**src/rtl/fetch_ctrl_if.sv**
```systemverilog
// fetch_ctrl_if: IF-stage bundle, instruction-memory req/ack plus the ID-side slot and redirect.
interface fetch_ctrl_if;
  logic        redirect;
  logic [31:0] redirect_pc;
  logic        id_stall;
  logic        imem_req;
  logic [31:0] imem_addr;
  logic        imem_ack;
  logic [31:0] imem_rdata;
  logic        valid_IF;
  logic [31:0] Instr_IF;
  logic [31:0] pc_IF;
  logic [31:0] pc4_IF;
  modport master (
    input  redirect, redirect_pc, id_stall, imem_ack, imem_rdata,
    output imem_req, imem_addr, valid_IF, Instr_IF, pc_IF, pc4_IF
  );
  modport slave (
    output redirect, redirect_pc, id_stall, imem_ack, imem_rdata,
    input  imem_req, imem_addr, valid_IF, Instr_IF, pc_IF, pc4_IF
  );
endinterface

```
**src/rtl/fetch_ctrl.sv**
```systemverilog
// fetch_ctrl: IF-stage fetch sequencer over a variable-latency req/ack instruction memory.
// Defining FETCH_TRACE_EN adds a simulation-only consumption/redirect trace.
module fetch_ctrl #(
  parameter logic [31:0] RESET_PC = 32'h0000_3000
) (
  input  logic          clk,
  input  logic          rst,
  fetch_ctrl_if.master  bus
);
  typedef enum logic [1:0] {IDLE, WAIT, HOLD, DISCARD} state_t;
  state_t      state;
  logic [31:0] fetch_pc, skid_instr, skid_pc, tgt;
  logic        ack, free, to_discard;
  assign tgt        = bus.redirect_pc & ~32'h3;
  assign ack        = bus.imem_ack & bus.imem_req;
  assign free       = !bus.valid_IF || !bus.id_stall;
  assign to_discard = state == DISCARD || (state == WAIT && !ack);
  assign bus.pc4_IF = bus.pc_IF + 32'd4;
  // an outstanding request must see its ack before a new address goes out
  always_ff @(posedge clk or negedge rst)
    if (!rst) begin
      state         <= IDLE;
      fetch_pc      <= RESET_PC;
      skid_instr    <= '0;
      skid_pc       <= '0;
      bus.imem_req  <= 1'b0;
      bus.imem_addr <= '0;
      bus.valid_IF  <= 1'b0;
      bus.Instr_IF  <= '0;
      bus.pc_IF     <= '0;
    end else if (bus.redirect) begin
      fetch_pc      <= tgt;
      bus.valid_IF  <= 1'b0;
      bus.imem_req  <= 1'b1;
      bus.imem_addr <= to_discard ? bus.imem_addr : tgt;
      state         <= to_discard ? DISCARD : WAIT;
    end else begin
      if (!bus.id_stall) bus.valid_IF <= 1'b0;
      case (state)
        IDLE: begin
          state         <= WAIT;
          bus.imem_req  <= 1'b1;
          bus.imem_addr <= fetch_pc;
        end
        WAIT:
          if (ack && free) begin
            bus.Instr_IF  <= bus.imem_rdata;
            bus.pc_IF     <= fetch_pc;
            bus.valid_IF  <= 1'b1;
            fetch_pc      <= fetch_pc + 32'd4;
            bus.imem_addr <= fetch_pc + 32'd4;
          end else if (ack) begin
            skid_instr   <= bus.imem_rdata;
            skid_pc      <= fetch_pc;
            fetch_pc     <= fetch_pc + 32'd4;
            bus.imem_req <= 1'b0;
            state        <= HOLD;
          end
        HOLD:
          if (!bus.id_stall) begin
            bus.Instr_IF  <= skid_instr;
            bus.pc_IF     <= skid_pc;
            bus.valid_IF  <= 1'b1;
            bus.imem_req  <= 1'b1;
            bus.imem_addr <= fetch_pc;
            state         <= WAIT;
          end
        default:
          if (ack) begin
            bus.imem_addr <= fetch_pc;
            state         <= WAIT;
          end
      endcase
    end
`ifdef FETCH_TRACE_EN
  always @(posedge clk)
    if (rst) begin
      if (bus.valid_IF && !bus.id_stall) $display("PC: %h \"%h\"", bus.pc_IF, bus.Instr_IF);
      if (bus.redirect) $display("REDIRECT -> %h", tgt);
    end
`endif
endmodule

```
**src/flat_wrapper.sv**
```systemverilog
// flat-port wrapper written by rule: the top's interface ports become plain ports
module fetch_ctrl_flat 
#(
  parameter logic [31:0] RESET_PC = 32'h0000_3000
)
  (clk, rst, bus_redirect, bus_redirect_pc, bus_id_stall, bus_imem_ack, bus_imem_rdata, bus_imem_req, bus_imem_addr, bus_valid_IF, bus_Instr_IF, bus_pc_IF, bus_pc4_IF);
  fetch_ctrl_if bus_i ();
  input  logic clk;
  input  logic rst;
  input wire logic [$bits(bus_i.redirect)-1:0] bus_redirect;
  input wire logic [$bits(bus_i.redirect_pc)-1:0] bus_redirect_pc;
  input wire logic [$bits(bus_i.id_stall)-1:0] bus_id_stall;
  input wire logic [$bits(bus_i.imem_ack)-1:0] bus_imem_ack;
  input wire logic [$bits(bus_i.imem_rdata)-1:0] bus_imem_rdata;
  output wire logic [$bits(bus_i.imem_req)-1:0] bus_imem_req;
  output wire logic [$bits(bus_i.imem_addr)-1:0] bus_imem_addr;
  output wire logic [$bits(bus_i.valid_IF)-1:0] bus_valid_IF;
  output wire logic [$bits(bus_i.Instr_IF)-1:0] bus_Instr_IF;
  output wire logic [$bits(bus_i.pc_IF)-1:0] bus_pc_IF;
  output wire logic [$bits(bus_i.pc4_IF)-1:0] bus_pc4_IF;
  assign bus_i.redirect = bus_redirect;
  assign bus_i.redirect_pc = bus_redirect_pc;
  assign bus_i.id_stall = bus_id_stall;
  assign bus_i.imem_ack = bus_imem_ack;
  assign bus_i.imem_rdata = bus_imem_rdata;
  assign bus_imem_req = bus_i.imem_req;
  assign bus_imem_addr = bus_i.imem_addr;
  assign bus_valid_IF = bus_i.valid_IF;
  assign bus_Instr_IF = bus_i.Instr_IF;
  assign bus_pc_IF = bus_i.pc_IF;
  assign bus_pc4_IF = bus_i.pc4_IF;
  fetch_ctrl #(.RESET_PC(RESET_PC)) u_core (.clk(clk), .rst(rst), .bus(bus_i));
endmodule
```
**config.mk**
```make
export PLATFORM = sky130hd
export DESIGN_NAME = fetch_ctrl_flat
export DESIGN_NICKNAME = d
export VERILOG_FILES = /design/src/rtl/fetch_ctrl_if.sv /design/src/rtl/fetch_ctrl.sv /design/src/flat_wrapper.sv
export SDC_FILE = /design/constraint.sdc
export NUM_CORES = 1
export LEC_CHECK = 0
export ABC_AREA = 1
export BUFFER_PORTS_ARGS = -buffer_cell sky130_fd_sc_hd__buf_2
export CAP_MARGIN = 20
export CORE_MARGIN = 5
export CORE_UTILIZATION = 56
export CTS_CLUSTER_SIZE = 40
export DETAILED_ROUTE_END_ITERATION = 8
export PLACE_DENSITY = 0.81
export SLEW_MARGIN = 20
export SYNTH_ARGS = -nofsm -noshare
export SYNTH_HDL_FRONTEND = slang
export SYNTH_SLANG_ARGS = --single-unit
```
**constraint.sdc**
```tcl
create_clock -name clk -period 1.98 [get_ports clk]
set_clock_uncertainty 0.15 [all_clocks]
set_input_delay 0 -clock clk [delete_from_list [all_inputs] [get_ports clk]]
set_output_delay 0 -clock clk [all_outputs]
set_load 0.01 [all_outputs]
```
# Word level (Yosys, flattened, before mapping)
# Index checks and enable logic that the tools add are counted.
[word_totals]
reg_bits = 196
input_bits = 69
out_inout_bits = 130
elab_cells = 77
[op_classes]
add_sub_neg = 2
n_eq_ne = 10
n_mux = 33
bitwise = 3
n_reduce_logical = 20
[op_table]
columns = ["op", "count"]
rows = [
  ["$mux W32", 13],
  ["$pmux W32 S2", 2],
  ["$pmux W32 S3", 1],
  ["$add A32 B3 Y32 const B", 2],
  ["$reduce_and A4 Y1", 5],
  ["$mux W2", 6],
  ["$ne A3 B3 Y1 const B", 3],
  ["$mux W1", 8],
  ["$reduce_bool A4 Y1", 2],
  ["$ne A2 B2 Y1 const B", 3],
  ["$pmux W2 S3", 1],
  ["$reduce_bool A5 Y1", 1],
  ["$eq A2 B2 Y1 const B", 2],
  ["$reduce_bool A2 Y1", 2],
  ["$logic_not A1 Y1", 3],
  ["$ne A3 B2 Y1 const B", 1],
  ["$pmux W1 S3", 1],
  ["$reduce_bool A3 Y1", 1],
  ["$eq A2 B1 Y1 const B", 1],
  ["$logic_and A1 B1 Y1", 2],
  ["$logic_not A2 Y1", 1],
  ["$logic_or A1 B1 Y1", 2],
  ["$not A1 Y1", 2],
  ["$pmux W1 S2", 1],
  ["other kinds (2)", 2],
]

# Logic depth before layout (Yosys ltp)
[logic_depth]
ltp_word = 6
mapped_depth = 11
mapped_depth_nobuf = 10

# Worst setup path after synthesis
# OpenSTA, ideal clock, no wires.
[synth_path]
path_type = "register -> register"
startpoint = "register u_core.state[0]"
endpoint = "register u_core.bus.pc_IF[10]"
setup_time_ns = 0.130
arrival_ns = 1.516
slack_ns = 0.184
path_stages_with_launch = 10
n_path_buf = 3
period_less_slack_ns = 1.796
cell_sequence = "dfrtp_1 inv_1 ha_1 buf_2 o211ai_1 inv_2 buf_4 buf_4 o211ai_1 o21ai_0"
[synth_between]
elab_chain_len = 3
[synth_lines]
columns = ["item", "line", "rtl"]
rows = [
  ["start, declared", "fetch_ctrl.sv:11", "state_t state;"],
  ["start signal, assigned", "fetch_ctrl.sv:36", "state <= to_discard ? DISCARD : WAIT;"],
  ["$eq A2 B1 Y1 / $eq A2 B2 Y1 (equally long branches)", "fetch_ctrl.sv:39", "case (state)"],
  ["$ne A2 B2 Y1 (no line) / $reduce_bool A2 Y1 (equally long branches)", "n/a", ""],
  ["$reduce_and A4 Y1 (no line)", "n/a", ""],
  ["end signal, assigned", "fetch_ctrl.sv:48", "bus.pc_IF <= fetch_pc;"],
  ["end signal, assigned", "fetch_ctrl.sv:62", "bus.pc_IF <= skid_pc;"],
  ["end, declared", "fetch_ctrl_if.sv:16", "output imem_req, imem_addr, valid_IF, Instr_IF, pc_IF, pc4_IF"],
]
# Parallel ways exist; a longest one is shown, timed or not.
# A chain may end at the register's enable or synchronous reset.

# Worst setup path after layout
[layout_path]
startpoint = "register u_core.bus.pc_IF[2]"
endpoint = "output port bus_pc4_IF[20]"
[layout_between]
elab_chain_len = 1
[layout_lines]
columns = ["item", "line", "rtl"]
rows = [
  ["$add A32 B3 Y32", "fetch_ctrl.sv:18", "assign bus.pc4_IF = bus.pc_IF + 32'd4;"],
  ["end, declared", "flat_wrapper.sv:20", "output wire logic [$bits(bus_i.pc4_IF)-1:0] bus_pc4_IF;"],
]
# Every way passes these cells.

==> summary.md <==
| Metric | Value |
|---|---|
| Clk sink count | `roughly 190` |
| Diodes inserted | `0` |
| GR Util All Layers | `0.303` |
| Fmax | `between 400 and 500 MHz` |
| Worst Path Max Fanout | `3` |
| Synth unique cells | `37` |
| Simple-gate share of the synthesized area | `0.244` |
| # Max-Cap Violations | `0` |
| DR vias/cell | `roughly 5.7` |
| CP most frequent cell | `nor2_4` |
| Buffers on Ports | `between 150 and 200` |
| Post-Syn Instances | `between 1000 and 1500` |
| Crit Reg-Reg Startpoint | `u_core.state[0]$_DFFE_PN0P_` |
| First-pass GRT wire length | `between 40000 and 50000 um` |
| Hold depth | `3` |
| Worst-Skew Late Latency | `0.45 ns` |
| Hold/Removal Path Class | `input port to flip-flop` |
| Status | `finished with violations` |
| R2R depth | `6` |
| Total negative slack | `-4.90 ns` |
| Adder-cell share of the synthesized area | `0.00748` |
| DRT Pass-1 Iters | `6` |
| GRT Residual Overflow | `0` |
| Cell Area, Synth | `10000 um2` |
| Failing checks | `setup timing` |
| Period utilization | `1.17` |
| IO Pins | `199` |
| Yosys warnings | `0` |
| Setup ws final | `-0.337 ns` |
| Crit Path Class | `flip-flop to output port` |
| Clk pin slew, worst setup/hold paths | `~0.08 ns` |
| Worst r2r dst | `u_core.bus.Instr_IF[11]$_DFFE_PN0P_` |
| Largest net degree at the start of global routing | `between 70 and 80` |
| Num CTS Buffers | `17` |
| Crit-path leading delay family | `simple AND/OR/NAND/NOR gates` |
| Clock Root Buffer | `clkbuf_16` |
| 1st-iter DRT viols | `roughly 1100` |
| Max Buffers Root-to-Sink | `2` |
| Multi-input combinational cell area | `about 5000 um2` |
| Die Wd | `around 140 um` |
| Fill cells | `1230` |
| H-tree depth | `4` |
| Compound-Gate Fraction of Synth Area | `0.134` |
| Peak supply drop | `0.856 mV` |
| R2R setup slack | `~0.07 ns` |
| Nets | `approximately 1600` |
| Count of final hold-check violations | `0` |
| Crit start category | `flip-flop` |
| Min Tclk post-route | `2.32 ns` |
| Die area | `slightly above 20000 um2` |
| Initial antenna violation count | `0` |
| WP buf/inv | `2` |
| Post-Synth XOR/XNOR Area | `0.0332` |
| DR DRC count | `0` |
| Share of cells above drive strength 1 | `0.262` |
| RePlAce Congestion | `slightly above 0.9` |
| CTS tree | `built` |
| PD cells | `between 1500 and 2000 nW/um2` |
| Slew Viols, Final | `0` |
| Cell Chain, Critical Path | `buf_6, ha_4, nand3_4, nor2_4, nand2_2, nor2_4, nand2_4, nor2_4, xor2_1, buf_2` |
| CP required | `1.83 ns` |
| Post-synthesis mux area share | `0.0434` |
| Die H | `between 100 and 150 um` |
| CP max stage delay | `roughly 0.39 ns` |
| Critical path's slowest cell | `dfrtp_1` |
| Drt wl/cell | `between 15 and 20 um` |
| Sequential element share of the synthesized area | `0.472` |
| Arr. time, crit path | `around 2.2 ns` |
| Final Power | `21.7 mW` |
| Setup Slack @ Placement | `-0.0109 ns` |
| Via count | `slightly above 10000` |
| Hpwl dp | `between 20000 and 25000 um` |
| Mean Syn Cell Area | `a little under 8 um2` |
| Vias in the first global route | `approximately 9600` |
| Synth-to-layout area growth | `32.8%` |
| Leakage power | `approximately 6.5 nW` |
| Initial Util | `0.564` |
| Main combinational cell family by area after synthesis | `simple AND/OR/NAND/NOR gates` |
| Register area | `4750 um2` |
| Core region area | `17800 um2` |
| Setup violations, final | `25` |
| Drt total wl | `32600 um` |
| ANT nets after route | `0` |
| #FFs+latches synth | `around 190` |
| Unrepaired setup endpoints after global routing | `true` |
| Hold wc startpoint | `bus_imem_rdata[25]` |
| FP Rows | `49` |
| Sink of the worst hold path | `u_core.skid_instr[25]$_DFFE_PN0P_` |
| Worst setup EP type | `output port` |
-- synthesized netlist by cell type --
cell type / count / share of area
a21oi_2: 1 / 0.00087
nand2_2: 3 / 0.0019
clkbuf_1: 28 / 0.010
xnor2_1: 1 / 0.00087
conb_1: 1 / 0.00037
a221oi_1: 1 / 0.00087
buf_4: 10 / 0.0075
mux2_4: 20 / 0.030
nor3_2: 1 / 0.0010
o21ai_1: 8 / 0.0040
o21ai_0: 93 / 0.046
a31oi_1: 44 / 0.027
buf_1: 5 / 0.0019
inv_1: 75 / 0.028
nor2_2: 5 / 0.0031
nand2_4: 1 / 0.0011
nor2_1: 177 / 0.066
nand3_2: 2 / 0.0020
inv_2: 5 / 0.0019
xor2_1: 37 / 0.032
inv_4: 1 / 0.00062
nor4_1: 3 / 0.0019
buf_6: 6 / 0.0067
buf_2: 19 / 0.0095
nor2_4: 3 / 0.0034
nand3b_1: 1 / 0.00075
nor3_1: 13 / 0.0065
a21oi_1: 68 / 0.034
o21ai_2: 1 / 0.00087
nand4_1: 6 / 0.0037
dfstp_2: 2 / 0.0052
nand2_1: 368 / 0.14
dfrtp_1: 187 / 0.47
mux2_2: 12 / 0.013
nand3_1: 29 / 0.014
o211ai_1: 26 / 0.019
ha_1: 6 / 0.0075
-- logic make-up after synthesis --
logic type,count (synthesis)
AOI/OAI and AO/OA,242
xor gates and xnor gates,38
adders and majority gates,6
buffers and inverters,149
DFF,189
muxes,32
other,1
and+or+nand+nor,612
-- cell type report --
type,count,area share
Inverter,81,0.0239
Clock inverter,14,0.0124
Sequential cell,189,0.356
Clock buffer,18,0.0330
Timing Repair Buffer,330,0.180
Tap cell,229,0.0215
Multi-Input combinational cell,934,0.373
-- stage by stage --
| step | util | instance area [um2] | std cells | hold WS (ns) |
|---|---|---|---|---|
| final | 0.749 | 13300 | 1795 | 0.188 |
| after floorplan | - | 10000 | 1272 | -0.446 |
| after global routing | 0.749 | 13300 | 1795 | 0.196 |
| after CTS | 0.732 | 13000 | 1781 | 0.188 |
| after global placement | 0.643 | 11400 | 1670 | -0.217 |
| after detailed placement | 0.643 | 11400 | 1670 | -0.216 |
-- flip-flops by register name (all words and copies together), names as in the netlist --
register              count
u_core.bus.pc_IF         30
u_core.bus.imem_addr     31
u_core.bus.imem_req       1
u_core.state              2
u_core.fetch_pc          30
u_core.skid_instr        32
u_core.bus.Instr_IF      32
u_core.skid_pc           30
u_core.bus.valid_IF       1
-- layout by cell type, fill, tap and decap left out, drive strengths merged, types with 32 or more instances in the layout --
| cell | count |
|---|---|
| a21oi | 69 |
| a31oi | 44 |
| buf | 260 |
| dfrtp | 187 |
| dlygate4sd3 | 69 |
| inv | 89 |
| mux2 | 32 |
| nand2 | 372 |
| nor2 | 185 |
| o21ai | 102 |
| xor2 | 37 |
-- where the power goes --
part / total, mW / switching [mW] / internal, mW
clock network: 3.50 / 1.76 / 1.75
registers: 7.48 / 1.66 / 5.82
logic: 10.7 / 6.51 / 4.21
total: 21.7 / 9.93 / 11.8
-- repair_timing --
action / in CTS / in global routing
gates resized for setup: 46 / 59
endpoints found under the hold margin: 316 / 0
setup endpoints to repair: 32 / 130
pin swaps: 8 / 23
hold buffers: 70 / 0
cloned: 0 / 0
buffers inserted: 10 / 15
-- worst max-delay path by stage --
| stage | cells past startpoint | slack, ns | endpoint | start |
|---|---|---|---|---|
| after floorplan | 9 | 0.18 | u_core.bus.pc_IF[10]$_DFFE_PN0P_ | u_core.state[0]$_DFFE_PN0P_ |
| after global placement | 8 | 0.06 | u_core.bus.imem_addr[8]$_DFFE_PN0P_ | u_core.state[1]$_DFFE_PN0P_ |
| after detailed placement | 8 | -0.01 | u_core.bus.Instr_IF[22]$_DFFE_PN0P_ | u_core.state[1]$_DFFE_PN0P_ |
| after CTS | 9 | -0.20 | bus_pc4_IF[20] | u_core.bus.pc_IF[3]$_DFFE_PN0P_ |
| after global routing | 10 | -0.38 | bus_pc4_IF[20] | u_core.bus.pc_IF[2]$_DFFE_PN0P_ |
| final | 10 | -0.34 | bus_pc4_IF[20] | u_core.bus.pc_IF[2]$_DFFE_PN0P_ |
-- routing by layer --
layer | up-vias | global-route usage | routed length [um]
li1 | 4691 | - | -
met1 | 4788 | 0.419 | 13200
met2 | 617 | 0.493 | 15300
met3 | 90 | 0.0532 | 3160
met4 | 0 | 0.0897 | 887
met5 | - | 0 | 0
-- worst register-to-register path, cell delays in order (launching register included) --
cell and delay (ns):
dfrtp_1 0.38, inv_1 0.11, ha_2 0.24, buf_6 0.20, buf_4 0.36, nand2_1 0.14, a31oi_1 0.24
No activity file was read; power rests on OpenSTA's default activity.
